`src/rtl/muldiv_seq_ex.sv`:
```
// Iterative unsigned multiply/divide unit for the RV32 EX stage (MUL, MULHU, DIVU, REMU).
// Each op takes one bit per cycle, and the unit stalls IF/ID/EX while the op is in flight.
module muldiv_seq_ex #(
  parameter int WIDTH = 32
) (
  input  logic             i_clk,
  input  logic             i_rst_n,
  input  logic             i_start_EX,
  input  logic [1:0]       i_op_EX,
  input  logic [WIDTH-1:0] i_srcA_EX,
  input  logic [WIDTH-1:0] i_srcB_EX,
  input  logic             i_flush_EX,
  output logic             o_stall_EX,
  output logic             o_busy_EX,
  output logic             o_done_EX,
  output logic [WIDTH-1:0] o_result_EX
);

  localparam int CW = $clog2(WIDTH);

  typedef enum logic [1:0] {
    ST_IDLE = 2'd0,
    ST_BUSY = 2'd1,
    ST_DONE = 2'd2
  } state_t;

  state_t           state_r;
  logic [CW-1:0]    cnt_r;
  logic [1:0]       op_r;
  logic [WIDTH-1:0] opnd_r;    // multiplicand or divisor
  logic [WIDTH-1:0] hi_r;      // product high half or remainder
  logic [WIDTH-1:0] lo_r;      // multiplier/product low half or dividend/quotient
  logic             done_r;
  logic             busy_r;
  logic [WIDTH-1:0] result_r;

  logic [WIDTH:0]   add_s;
  logic [WIDTH:0]   shl_s;
  logic [WIDTH:0]   sub_s;
  logic [WIDTH-1:0] hi_nxt_s;
  logic [WIDTH-1:0] lo_nxt_s;
  logic             last_s;
  logic             div_zero_s;

  assign last_s     = (cnt_r == CW'(WIDTH - 1));
  assign div_zero_s = i_op_EX[1] && (i_srcB_EX == {WIDTH{1'b0}});

  // One shift-add (multiply) or restoring-subtract (divide) iteration.
  always_comb begin
    add_s    = {(WIDTH+1){1'b0}};
    shl_s    = {(WIDTH+1){1'b0}};
    sub_s    = {(WIDTH+1){1'b0}};
    hi_nxt_s = hi_r;
    lo_nxt_s = lo_r;
    if (op_r[1] == 1'b0) begin
      add_s    = {1'b0, hi_r} + (lo_r[0] ? {1'b0, opnd_r} : {(WIDTH+1){1'b0}});
      hi_nxt_s = add_s[WIDTH:1];
      lo_nxt_s = {add_s[0], lo_r[WIDTH-1:1]};
    end else begin
      shl_s = {hi_r, lo_r[WIDTH-1]};
      sub_s = shl_s - {1'b0, opnd_r};
      if (shl_s >= {1'b0, opnd_r}) begin
        hi_nxt_s = sub_s[WIDTH-1:0];
        lo_nxt_s = {lo_r[WIDTH-2:0], 1'b1};
      end else begin
        hi_nxt_s = shl_s[WIDTH-1:0];
        lo_nxt_s = {lo_r[WIDTH-2:0], 1'b0};
      end
    end
  end

  // Sequencer FSM with registered done/busy/result.
  always_ff @(posedge i_clk or negedge i_rst_n) begin
    if (!i_rst_n) begin
      state_r  <= ST_IDLE;
      cnt_r    <= {CW{1'b0}};
      op_r     <= 2'b00;
      opnd_r   <= {WIDTH{1'b0}};
      hi_r     <= {WIDTH{1'b0}};
      lo_r     <= {WIDTH{1'b0}};
      done_r   <= 1'b0;
      busy_r   <= 1'b0;
      result_r <= {WIDTH{1'b0}};
    end else if (i_flush_EX) begin
      state_r <= ST_IDLE;
      cnt_r   <= {CW{1'b0}};
      done_r  <= 1'b0;
      busy_r  <= 1'b0;
    end else begin
      case (state_r)
        ST_IDLE: begin
          done_r <= 1'b0;
          if (i_start_EX) begin
            op_r  <= i_op_EX;
            cnt_r <= {CW{1'b0}};
            hi_r  <= {WIDTH{1'b0}};
            if (div_zero_s) begin
              state_r  <= ST_DONE;
              done_r   <= 1'b1;
              busy_r   <= 1'b0;
              opnd_r   <= {WIDTH{1'b0}};
              lo_r     <= {WIDTH{1'b0}};
              result_r <= i_op_EX[0] ? i_srcA_EX : {WIDTH{1'b1}};
            end else begin
              state_r <= ST_BUSY;
              busy_r  <= 1'b1;
              opnd_r  <= i_op_EX[1] ? i_srcB_EX : i_srcA_EX;
              lo_r    <= i_op_EX[1] ? i_srcA_EX : i_srcB_EX;
            end
          end else begin
            state_r <= ST_IDLE;
            busy_r  <= 1'b0;
          end
        end
        ST_BUSY: begin
          hi_r  <= hi_nxt_s;
          lo_r  <= lo_nxt_s;
          cnt_r <= cnt_r + {{(CW-1){1'b0}}, 1'b1};
          if (last_s) begin
            state_r  <= ST_DONE;
            busy_r   <= 1'b0;
            done_r   <= 1'b1;
            result_r <= op_r[0] ? hi_nxt_s : lo_nxt_s;
          end else begin
            state_r <= ST_BUSY;
          end
        end
        ST_DONE: begin
          // The finishing instruction is still in EX, so a held start is not a new op.
          state_r <= ST_IDLE;
          done_r  <= 1'b0;
          busy_r  <= 1'b0;
        end
        default: begin
          state_r <= ST_IDLE;
          done_r  <= 1'b0;
          busy_r  <= 1'b0;
        end
      endcase
    end
  end

  assign o_stall_EX  = i_rst_n & ~i_flush_EX &
                       (((state_r == ST_IDLE) & i_start_EX) | busy_r);
  assign o_busy_EX   = busy_r;
  assign o_done_EX   = done_r;
  assign o_result_EX = result_r;

endmodule

```
`config.mk`:
```
export PLATFORM = sky130hd
export DESIGN_NAME = muldiv_seq_ex
export DESIGN_NICKNAME = d
export VERILOG_FILES = /design/src/rtl/muldiv_seq_ex.sv
export SDC_FILE = /design/constraint.sdc
export NUM_CORES = 1
export LEC_CHECK = 0
export BUFFER_PORTS_ARGS = -buffer_cell sky130_fd_sc_hd__buf_2
export CORE_AREA = 3 3 158 160
export CTS_CLUSTER_DIAMETER = 150
export DETAILED_ROUTE_END_ITERATION = 12
export DIE_AREA = 0 0 161 163
export PLACE_DENSITY = 0.83
export SYNTH_ARGS = -nofsm -noshare
export SYNTH_HDL_FRONTEND = slang
export SYNTH_SLANG_ARGS = --single-unit
```
`constraint.sdc`:
```
create_clock -name i_clk -period 3.1 [get_ports i_clk]
set_clock_uncertainty 0.15 [all_clocks]
set_input_delay 0.31 -clock i_clk [delete_from_list [all_inputs] [get_ports i_clk]]
set_output_delay 0.31 -clock i_clk [all_outputs]
set_load 0.005 [all_outputs]
```
Word-level counts from Yosys, hierarchy flattened. Index checks and enable logic that the tools add are counted.

Output and inout port bits: 35. Input port bits: 70. Logic and storage cells: 71. Register bits: 139.

$lt $le $gt $ge: 1. Reduce and logical (&&, ||, !) cells: 9. Equal/unequal tests: 7. Muxes and demuxes: 37. Add/sub/neg operators: 3. Bitwise gates (word level): 5.

Operators by type and width (count): 32-bit two-way mux (15); 32-bit case mux with 2 select lines (3); 32-bit by 32-bit adder with 33-bit output (1); 33-bit by 32-bit >= comparator with 1-bit output (1); 32-bit logical NOT (1); 32-bit subtractor (1); 5-bit two-way mux (2); 5-bit case mux with 2 select lines (1); 1-bit two-way mux (9); 2-bit two-way mux (4); 2-bit inequality test (second input constant) (3); 3-bit inequality test (second input constant) (2); 3-bit AND reduction (2); 5-bit by 1-bit adder with 5-bit output (second input constant) (1); 5-bit == test (second input constant) (1); 5-bit AND reduction (1); 1-bit case mux with 2 select lines (2); 2-bit case mux with 2 select lines (1); 1-bit AND (3); 3-bit nonzero test (1); 2-bit by 1-bit == test with 1-bit output (second input constant) (1); 2-bit logical NOT (1); 2-bit AND reduction (1); 2-bit nonzero test (1); 3 further kinds (3).

Longest topological paths before layout.
Depth after elaboration: 6. Mapped depth: 13. Mapped depth without buffers: 13.

Worst setup path before layout. Ideal clock, no wire load.

Kind: register to register. Start: register hi_r[16]. End: register result_r[16] (netlist: o_result_EX[16]). Slack: -159 ps. Stages on the path, launching flop included: 12. Required time: 2831 ps. Clock period less this slack: 3259 ps. Buffers on the path: 1. Arrival time: 2990 ps. Setup time: 119 ps. Cell sequence: dfrtp_1 > ha_1 > buf_2 > and2_1 > nand3_1 > nor4_1 > nor4b_2 > o311ai_4 > nand2_2 > mux2_4 > mux4_2 > a21bo_1.

Cells in the longest elaborated chain, start to end: 6. Elaborated cells on any way between the ends: 7. Those cells by class: add/sub (1); order compare (1); mux (5).

Ends and longest elaborated chain: from (decl) (line 31) `logic [WIDTH-1:0] hi_r;`; from (signal assigned) (line 79) `hi_r <= {WIDTH{1'b0}};`; from (signal assigned) (line 96) `hi_r <= {WIDTH{1'b0}};`; from (signal assigned) (line 116) `hi_r <= hi_nxt_s;`; 33-bit by 32-bit >= comparator with 1-bit output (line 62) `if (shl_s >= {1'b0, opnd_r}) begin`; 32-bit two-way mux (line 62); 32-bit two-way mux * (line 55) `if (op_r[1] == 1'b0) begin`; 32-bit two-way mux * (line 123) `result_r <= op_r[0] ? hi_nxt_s : lo_nxt_s;`; 32-bit two-way mux * (line 119) `if (last_s) begin`; 32-bit case mux with 2 select lines * (line 90) `case (state_r)`; to (signal assigned) (line 83) `result_r <= {WIDTH{1'b0}};`; to (signal assigned) (line 103) `result_r <= i_op_EX[0] ? i_srcA_EX : {WIDTH{1'b1}};`; to (signal assigned) (line 123); to (decl) (line 35) `logic [WIDTH-1:0] result_r;`.

Every way passes the cells marked *; elsewhere a longest branch is shown, timed or not. The select of a mux whose other input is x is not followed. A chain may end at the register's enable or synchronous reset.

Final worst setup path.
Start: register lo_r[0]. End: register hi_r[28].

Cells in the longest elaborated chain, start to end: 4.

Ends and longest elaborated chain: from (decl) (line 32) `logic [WIDTH-1:0] lo_r;`; from (signal assigned) (line 80) `lo_r <= {WIDTH{1'b0}};`; from (signal assigned) (line 102) `lo_r <= {WIDTH{1'b0}};`; from (signal assigned) (line 108) `lo_r <= i_op_EX[1] ? i_srcA_EX : i_srcB_EX;`; 32-bit two-way mux (line 56) `add_s = {1'b0, hi_r} + (lo_r[0] ? {1'b0, opnd_r} : {(WIDTH+1){1'b0}});`; 32-bit by 32-bit adder with 33-bit output (line 56); 32-bit two-way mux (line 55); 32-bit case mux with 2 select lines (line 90).

No other way between the ends.

==> impl_metrics.tcl <==
set metrics [dict create \
    grt_max_degree 71 \
    grt_pass1_wl_mm 72.2 \
    place_congestion 0.985 \
    hold_path.class "in -> reg" \
    min_period_ps 3550 \
    synth_edf_count 0 \
    synth-seq-area-share_pct 29.6 \
    antenna_found_initial 0 \
    tightest_slew_ps 1030 \
    core_area_mm2 0.0235 \
    dp_hpwl_mm 32.7 \
    dp_slack_ps -442 \
    die-area_mm2 0.0262 \
    drive_gt1_share_pct 37.7 \
    synth_area_mm2 0.0118 \
    p_leak_nw 7.84 \
    drtAntennaViolNets 0 \
    row_count 56 \
    crit_required_ps 3330 \
    wire_per_inst_um 24.8 \
    max_freq_ghz 0.281 \
    ir_drop_v 0.000403 \
    max_cap_viol_count 0 \
    grt_use_total_pct 34.8 \
    start_util_pct 50.0 \
    cp_data_arrival_time_ps 3790 \
    ys_types 81 \
    hold_path_depth 3 \
    grt_pass1_vias 12988 \
    port_buffers 104 \
    yosys-top-cells-count "dfrtp_1 (139), o21ai_0 (139), nand2_1 (138)" \
    cts_sinks 139 \
    ios 105 \
    ys_warn_count 0 \
    r2r_slack_ps -450 \
    powerDensity_mw_per_mm2 798 \
    overflow 0 \
    synth_seq_cells 139 \
    fp.dieW_um 161 \
    dr.pass1.iters 6 \
    fillCellCount 1571 \
    crit_path_max_fanout 4 \
    fin_cells 2091 \
    cts_htree_levels 4 \
    synth_nets 1584 \
    syn_inst 1446 \
    synth_area_per_cell_um2 8.14 \
    ys_async_sr_fraction_pct 100 \
    drc 0 \
    critPathKind "reg -> reg" \
    startpoint_type "register" \
    cts_root_buf "clkbuf_16" \
    r2r-end "hi_r[28]" \
    cts_buffers 17 \
    setup_ws_ps -453 \
    dieHeight_um 163 \
    synth_top_area_share_pct 29.6 \
    rsz0062_at_grt "yes" \
    vias_per_cell 6.70 \
    wl_mm 51.8 \
    violations "setup timing" \
    final_net_count 1898 \
    reg2reg_depth 14 \
    cp-end-kind "register" \
    r2r-start "lo_r[0]" \
    slew_headroom_pct 31.3 \
    cts_buffer_depth 2 \
    synth_top_cell_by_area "dfrtp_1" \
    fin_crit_sh_pct 115 \
    ys_top_cells_by_area "dfrtp_1 (30%), mux2i_1 (7.3%), ha_1 (7.0%)" \
    hold_start "i_op_EX[0]" \
    num_vias 14005 \
    setup_violations 64 \
    status "complete, but fails checks" \
    hold_end "op_r[0]" \
    clock_latency_ps 440 \
    ys.flop_type "dfrtp_1" \
    path_clk_slew_ps 70 \
    cts_tree "built" \
    post-place-cells 2021 \
    drtIter0Drc 1801 \
    drv_slew 0 \
    diodes 0 \
    finalHoldViolCount 0 \
    area_growth_pct 41.5 \
]
-- cell usage in the layout, fill, tap and decap left out, types with 20 or more instances in the layout --
cell type / count
a21o_1: 26
a21oi_1: 89
a21oi_2: 21
a31oi_1: 35
and2_1: 27
buf_2: 102
buf_4: 254
buf_6: 20
dfrtp_1: 135
ha_1: 32
ha_4: 33
inv_1: 48
mux2_2: 32
mux2i_1: 73
nand2_1: 127
nand3_1: 27
nor2_1: 120
nor3_1: 26
o21ai_0: 110
xnor2_1: 30
-- worst max-delay path by stage --
stage                          start         endpoint  slack, ps  depth (start not counted)
final                        lo_r[0]         hi_r[28]       -450                         14
after detailed placement   opnd_r[8]  o_result_EX[17]       -440                         12
after floorplan              hi_r[3]  o_result_EX[16]        -20                         10
after CTS                 opnd_r[22]  o_result_EX[16]       -160                         11
after global routing         lo_r[0]         hi_r[28]       -500                         14
after global placement     opnd_r[8]  o_result_EX[11]       -430                         11
-- logic make-up after synthesis --
group	count (synthesis)	synth area share [%]
adders and majority gates	68	7.36
and+or+nand+nor	435	17.1
AOI/OAI and AO/OA	480	26.0
muxes	125	11.2
DFF	139	29.6
xor gates and xnor gates	53	3.95
buffers and inverters	146	4.82
-- through the flow --
| stage | util, % | power [mW] | cell area [um^2] | hold slack (ps) | setup TNS (ps) |
|---|---|---|---|---|---|
| global placement | 60.7 | 8.51 | 14300 | 142 | -11800 |
| finish | 70.7 | 13.3 | 16600 | 1.79 | -14360 |
| detailed placement | 60.7 | 8.63 | 14300 | 150 | -15030 |
| CTS | 67.2 | 11.7 | 15800 | 1.15 | -1840 |
| global route | 70.7 | 13.7 | 16600 | 20.0 | -18340 |
| floorplan | - | 5.89 | 11800 | -136 | -17.4 |
-- critical path, stage by stage (launching register included) --
cell and delay [ps]:
dfrtp_2 480, buf_6 150, clkbuf_16 140, and2_4 140
ha_4 250, a21oi_4 220, o211ai_1 170, a221oi_2 270
buf_4 180, a21o_1 200, a221o_1 340, o22ai_2 150
xnor2_2 170, mux2i_2 330, a22o_1 180
-- where the power goes --
| part | switching (mW) | total (mW) | internal (mW) |
|---|---|---|---|
| logic | 4.61 | 8.41 | 3.81 |
| registers | 0.456 | 2.60 | 2.14 |
| clock network | 0.909 | 2.27 | 1.37 |
| total | 5.97 | 13.3 | 7.31 |
-- layer usage --
layer,GRT usage (%),share of wire (%)
met3,10.2,15
met2,53.6,43
met5,0,0
met4,12.9,6.4
met1,46.5,36
-- area by class of cell --
class / count / area [um^2] / share of cell area (%)
inverters: 56 / 211 / 1.27
clock inverters: 14 / 209 / 1.26
repair buffers: 385 / 2810 / 16.9
well taps: 319 / 399 / 2.40
flip-flops and latches: 139 / 3490 / 20.9
clock buffers: 17 / 425 / 2.56
multi-input cells: 1161 / 9100 / 54.7
-- flip-flops by register name, summed over array words and instances, names as in the netlist --
register	flops
cnt_r	5
hi_r	32
lo_r	32
o_busy_EX	1
o_done_EX	1
o_result_EX	32
op_r	2
opnd_r	32
state_r	2
-- timing repair --
item	CTS	global route
hold buffers	1	0
gates cloned	0	1
pin swaps	51	57
resized for setup	135	142
buffers inserted	20	23
setup endpoints to repair	64	65
endpoints found under the hold margin	47	0
(Power assumes the default switching activity.)
